===== config.mk =====
export PLATFORM = sky130hd
export DESIGN_NAME = clk_div_scheduler
export DESIGN_NICKNAME = d
export VERILOG_FILES = /design/src/rtl/clk_div_scheduler.sv
export SDC_FILE = /design/constraint.sdc
export NUM_CORES = 1
export LEC_CHECK = 0
export ABC_AREA = 1
export BUFFER_PORTS_ARGS = -buffer_cell sky130_fd_sc_hd__buf_4
export CAP_MARGIN = 20
export CORE_AREA = 5 5 101 103
export DETAILED_ROUTE_END_ITERATION = 6
export DIE_AREA = 0 0 106 108
export GPL_ROUTABILITY_DRIVEN = 0
export PLACE_DENSITY_LB_ADDON = 0.08
export SLEW_MARGIN = 5
export SYNTH_ARGS = -nofsm -noshare
export SYNTH_HDL_FRONTEND = slang
export SYNTH_SLANG_ARGS = --single-unit

===== constraint.sdc =====
create_clock -name clk_in -period 5.4 [get_ports clk_in]
set_input_delay 0.27 -clock clk_in [delete_from_list [all_inputs] [get_ports clk_in]]
set_output_delay 0.27 -clock clk_in [all_outputs]
set_load 0.02 [all_outputs]

===== src/rtl/clk_div_scheduler.sv =====
// -----------------------------------------------------------------------------
// clk_div_scheduler
//
// Programmable clock-enable scheduler for the lab clock divider bank. Each
// channel holds a divide ratio and emits a registered one-cycle strobe every
// DIV cycles of clk_in. A new ratio is written through a valid/ready config
// port and takes effect only on the channel's period boundary, so a period is
// never cut short or stretched. A one-cycle sync input restarts every enabled
// channel counter together.
//
// Optional feature macro: CLK_DIV_SCHED_TOGGLE_EN
//   defined   : clk_div_out[ch] is a 50% square wave of period 2*div
//   undefined : clk_div_out is tied to zero and no toggle flops exist
//
// Ports:
//   clk_in      in   system clock, all state on posedge
//   rst_n       in   asynchronous active-low reset
//   cfg_valid   in   config request valid
//   cfg_ready   out  config port ready, high only in IDLE
//   cfg_ch      in   target channel index
//   cfg_div     in   new ratio (0 disables the channel)
//   cfg_done    out  one-cycle pulse when the pending config is applied/rejected
//   cfg_err     out  one-cycle pulse with cfg_done for an out-of-range channel
//   sync        in   one-cycle request to restart all channel counters
//   busy        out  high while a config is pending (FSM state is WAIT)
//   strobe      out  per-channel one-cycle enable pulses, registered
//   clk_div_out out  per-channel square wave (optional feature)
//
// Handshake: a config request transfers on a clk_in edge where cfg_valid and
// cfg_ready are both high. cfg_ready depends only on the FSM state, and the
// requester holds cfg_valid and its payload until that edge; cfg_valid seen
// while cfg_ready is low is ignored. busy is the FSM state made visible.
// -----------------------------------------------------------------------------
module clk_div_scheduler #(
    parameter int NCH   = 4,
    parameter int DIV_W = 8,
    parameter int CH_W  = 3
) (
    input  logic             clk_in,
    input  logic             rst_n,
    input  logic             cfg_valid,
    output logic             cfg_ready,
    input  logic [CH_W-1:0]  cfg_ch,
    input  logic [DIV_W-1:0] cfg_div,
    output logic             cfg_done,
    output logic             cfg_err,
    input  logic             sync,
    output logic             busy,
    output logic [NCH-1:0]   strobe,
    output logic [NCH-1:0]   clk_div_out
);

    typedef enum logic [0:0] {
        IDLE = 1'b0,
        WAIT = 1'b1
    } state_t;

    localparam logic [CH_W:0] NCH_L = NCH[CH_W:0];

    state_t           state;
    state_t           state_nxt;
    logic [DIV_W-1:0] div_q [NCH];
    logic [DIV_W-1:0] cnt_q [NCH];
    logic [CH_W-1:0]  pend_ch;
    logic [DIV_W-1:0] pend_div;

    logic [NCH-1:0]   en;        // channel has a non-zero ratio
    logic [NCH-1:0]   at_wrap;   // counter sits on its last count of the period
    logic [NCH-1:0]   tgt;       // one-hot decode of the pending channel
    logic [NCH-1:0]   load;      // channel takes the pending ratio this edge
    logic             tgt_valid;
    logic             tgt_disabled;
    logic             tgt_boundary;
    logic             apply;

    // Channel status and pending-target decode. The target is decoded by
    // comparison rather than by indexing so an out-of-range pend_ch never
    // addresses a non-existent channel.
    always_comb begin
        en      = '0;
        at_wrap = '0;
        tgt     = '0;
        for (int i = 0; i < NCH; i++) begin
            en[i]      = (div_q[i] != '0);
            at_wrap[i] = en[i] && (cnt_q[i] == div_q[i] - DIV_W'(1));
            tgt[i]     = (pend_ch == CH_W'(i));
        end
    end

    assign tgt_valid    = ({1'b0, pend_ch} < NCH_L);
    assign tgt_disabled = |(tgt & ~en);
    assign tgt_boundary = |(tgt & at_wrap);

    // A pending config lands at the first edge where it cannot disturb a
    // running period: bad target, idle channel, period boundary, or a sync
    // that restarts every counter anyway.
    assign apply = (state == WAIT) &&
                   (!tgt_valid || tgt_disabled || tgt_boundary || sync);
    assign load  = (apply && tgt_valid) ? tgt : '0;

    // FSM state register
    always_ff @(posedge clk_in or negedge rst_n) begin
        if (!rst_n) begin
            state <= IDLE;
        end else begin
            state <= state_nxt;
        end
    end

    // FSM next state and outputs
    always_comb begin
        state_nxt = state;
        cfg_ready = 1'b0;
        busy      = 1'b0;
        case (state)
            IDLE: begin
                cfg_ready = 1'b1;
                if (cfg_valid) begin
                    state_nxt = WAIT;
                end
            end
            WAIT: begin
                busy = 1'b1;
                if (apply) begin
                    state_nxt = IDLE;
                end
            end
            default: state_nxt = IDLE;
        endcase
    end

    // Pending request capture and completion pulses
    always_ff @(posedge clk_in or negedge rst_n) begin
        if (!rst_n) begin
            pend_ch  <= '0;
            pend_div <= '0;
            cfg_done <= 1'b0;
            cfg_err  <= 1'b0;
        end else begin
            if ((state == IDLE) && cfg_valid) begin
                pend_ch  <= cfg_ch;
                pend_div <= cfg_div;
            end
            cfg_done <= apply;
            cfg_err  <= apply && !tgt_valid;
        end
    end

    // Channel ratio, counter and strobe. The strobe is computed from the
    // pre-edge ratio, so the old period's boundary strobe still fires on the
    // edge that loads a new ratio; sync suppresses strobes on its edge.
    always_ff @(posedge clk_in or negedge rst_n) begin
        if (!rst_n) begin
            for (int i = 0; i < NCH; i++) begin
                div_q[i] <= '0;
                cnt_q[i] <= '0;
            end
            strobe <= '0;
        end else begin
            for (int i = 0; i < NCH; i++) begin
                strobe[i] <= at_wrap[i] && !sync;
                if (load[i]) begin
                    div_q[i] <= pend_div;
                    cnt_q[i] <= '0;
                end else if (sync || at_wrap[i] || !en[i]) begin
                    cnt_q[i] <= '0;
                end else begin
                    cnt_q[i] <= cnt_q[i] + DIV_W'(1);
                end
            end
        end
    end

`ifdef CLK_DIV_SCHED_TOGGLE_EN
    logic [NCH-1:0] tog_q;

    // Toggles alongside each strobe; a channel switched off or a sync parks
    // the wave low so it restarts in phase with the counters.
    always_ff @(posedge clk_in or negedge rst_n) begin
        if (!rst_n) begin
            tog_q <= '0;
        end else begin
            for (int i = 0; i < NCH; i++) begin
                if (sync || (load[i] && (pend_div == '0))) begin
                    tog_q[i] <= 1'b0;
                end else if (at_wrap[i]) begin
                    tog_q[i] <= ~tog_q[i];
                end
            end
        end
    end

    assign clk_div_out = tog_q;
`else
    assign clk_div_out = '0;
`endif

endmodule

==> impl_metrics.json <==
{
  "portBuffers": 22,
  "hold_violations": 0,
  "drv_slew": 0,
  "cts-resized-gates": 0,
  "hpwl_um": 7690,
  "htree_levels": 3,
  "dr_total_vias": 4097,
  "die_h_um": 108,
  "wl_per_cell_um": 13.3,
  "cts_buffers": 9,
  "synth-async-reset-ratio": 1.00,
  "period_needed_ps": 2570,
  "maxCapViolations": 0,
  "setup_viol": 0,
  "min_to": "pend_div[2]",
  "grt_start_max_net_pins": 83,
  "r2r_setup_slack_ps": 2830,
  "slew_headroom": 0.545,
  "synth_edf_count": 0,
  "clk_pin_slew_ps": 90,
  "fill_cells": 857,
  "syn_area_per_cell_um2": 7.51,
  "antenna_found_initial": 0,
  "layout-drive-gt1-share": 0.104,
  "worstRegToRegCells": 15,
  "detail-route-antenna-nets": 0,
  "holdWs_ps": 143,
  "final_nets": 706,
  "skew_ps": 9.32,
  "insertedDiodeCount": 0,
  "dr.pass1.iters": 4,
  "clkSinkCount": 82,
  "required_ps": 5650,
  "r2r_end": "div_q[5]",
  "area_growth_pct": 9.49,
  "power_density_nw_per_um2": 492,
  "holdPathStages": 2,
  "cts_tree": "yes",
  "ys_warn_count": 0,
  "outcome": "finished clean",
  "clock_latency_ps": 360,
  "tightest_slew_ps": 677,
  "wl_um": 10600,
  "hold_start": "cfg_div[2]",
  "synth.distinct_cells": 35,
  "setup_tns_ps": 0,
  "grt_pass1_wl_um": 18400,
  "drtIter0Drc": 206,
  "dieArea_um2": 11400,
  "vias_per_cell": 5.16,
  "grt_overflow_total": 0,
  "utilization": 0.589,
  "critPathCaptureType": "register",
  "drc": 0,
  "leakage_uw": 0.00279,
  "ys_ff_latch": 82,
  "fin_crit_sh": 0.476,
  "rsz0062_at_grt": "no",
  "grt_pass1_vias": 3841,
  "coreArea_um2": 9110,
  "worst-setup-path-type": "register to register",
  "ir_drop_uv": 219,
  "clk_path_buf_depth": 2,
  "fmax_ghz": 0.389,
  "ioPinCount": 27,
  "seq_area_frac_synth": 0.418,
  "initial_core_util": 0.538,
  "die_x_um": 106,
  "cp_max_fo": 37,
  "cp.arrival_ps": 2820,
  "hold_class": "input pin to register",
  "crit_path_start_kind": "register",
  "track_usage": 0.200,
  "std_cell_rows": 35,
  "synth_area_um2": 4900,
  "r2r-start": "div_q[16]",
  "root_buffer": "clkbuf_8",
  "yosys_most_used_dff": "dfrtp_1",
  "syn_inst": 653
}
==> worst max path at each step <==
stage	start	to	slack, ps	cells past startpoint
5_1_grt	div_q[16]	div_q[8]	2500	15
4_1_cts	pend_ch[0]	div_q[10]	2730	10
2_1_floorplan	div_q[0]	div_q[0]	3390	18
6_report	div_q[16]	div_q[5]	2830	15
3_3_place_gp	pend_ch[0]	div_q[24]	2840	10
3_5_place_dp	pend_ch[0]	div_q[12]	2720	10
==> kinds of logic (layout without fill, tap and decap cells) <==
logic type               count (synthesis)  in the layout  synth area share
buffers and inverters                   99            126            0.0875
other                                    1              4          0.000765
flip-flops                              82             82             0.418
AO/OA/AOI/OAI                           17             17            0.0181
XOR/XNOR                                25             25            0.0447
adder cells (fa/ha/maj)                 12             12            0.0306
multiplexers                             9              9            0.0207
AND/OR/NAND/NOR                        408            408             0.379
==> per-stage QoR <==
step | total power, uW | cells | worst slack (ps) | cell area (um^2)
4_1_cts | 2660 | 791 | 2730 | 5330
6_report | 2640 | 794 | 2830 | 5370
5_1_grt | 2910 | 794 | 2500 | 5370
3_5_place_dp | 2170 | 776 | 2720 | 5120
3_3_place_gp | 2120 | 775 | 2840 | 5110
2_1_floorplan | 1900 | 656 | 3390 | 4910
==> power breakdown <==
| part | switching, uW | internal, uW | total (uW) |
|---|---|---|---|
| Sequential | 209 | 778 | 987 |
| Clock | 225 | 255 | 481 |
| Combinational | 735 | 440 | 1180 |
==> metal layers <==
layer	GRT usage	part of all wire	up-vias
met5	0	0	-
met4	0.0759	0.015	0
met3	0.0328	0.049	12
met2	0.319	0.45	91
met1	0.276	0.48	1877
li1	-	-	2117
==> critical path, stage by stage (launching register included) <==
cell	delay, ps
dfrtp_1	400
inv_1	160
ha_1	270
inv_1	70
o21ai_0	260
nand2_1	90
nand2_1	70
nand3_1	90
nor2_1	150
nand3_1	120
nand2_1	140
nor2_4	60
nand2_8	190
nand3_2	210
nand2_1	120
nand2_1	60
==> layout by cell type, fill, tap and decap left out, types with 2 or more instances in the layout <==
master / instances
inv_1: 79
nor2_1: 83
a21oi_1: 8
nor2_4: 3
and3_1: 3
nand2_1: 197
nand2_2: 4
nand3_2: 3
clkbuf_8: 9
xnor2_1: 8
conb_1: 4
inv_2: 4
bufinv_16: 2
nand3_1: 39
o21ai_0: 5
ha_1: 12
nand3b_1: 5
xor2_1: 17
nand4_1: 41
nor3b_1: 10
clkinv_2: 3
mux2_2: 9
nor2_2: 4
o21ai_1: 2
buf_4: 24
nor3_1: 11
dfrtp_1: 82
==> sequential cells by signal, summed over array words and instances, names as in the netlist <==
register,flops
cnt_q,32
pend_div,8
cfg_done,1
state,1
pend_ch,3
strobe,4
cfg_err,1
div_q,32
==> cells in the mapped netlist (2+ instances only) <==
library cell,count,area [um^2]
nor2_2,4,25.0
nor2_1,83,312
nand3b_1,5,37.5
nand3_1,39,195
buf_8,3,45.0
nand2_1,197,739
xor2_1,17,149
inv_1,79,297
nand3_2,3,30.0
o21ai_0,5,25.0
buf_2,7,35.0
nor2_4,3,33.8
nor3_1,11,55.1
o21ai_1,2,10.0
xnor2_1,8,70.1
ha_1,12,150
inv_2,4,15.0
nand4_1,41,257
mux2_2,9,101
nand2_2,4,25.0
and3_1,3,18.8
a21oi_1,8,40.0
nor3b_1,10,75.1
buf_4,4,30.0
dfrtp_1,82,2050
==> timing repair <==
item	4_1_cts	5_1_grt
endpoints found under the hold margin	0	12
hold buffers	0	1
buffers inserted	0	0
==> layout make-up <==
class,count,area (um^2),area share
clock buffers,9,124,0.0231
inverters,84,315,0.0587
flip-flops and latches,82,2050,0.382
multi-input cells,475,2430,0.453
clock inverters,6,82.6,0.0154
repair buffers,27,223,0.0415
well taps,111,139,0.0259
(Power assumes the default switching activity.)
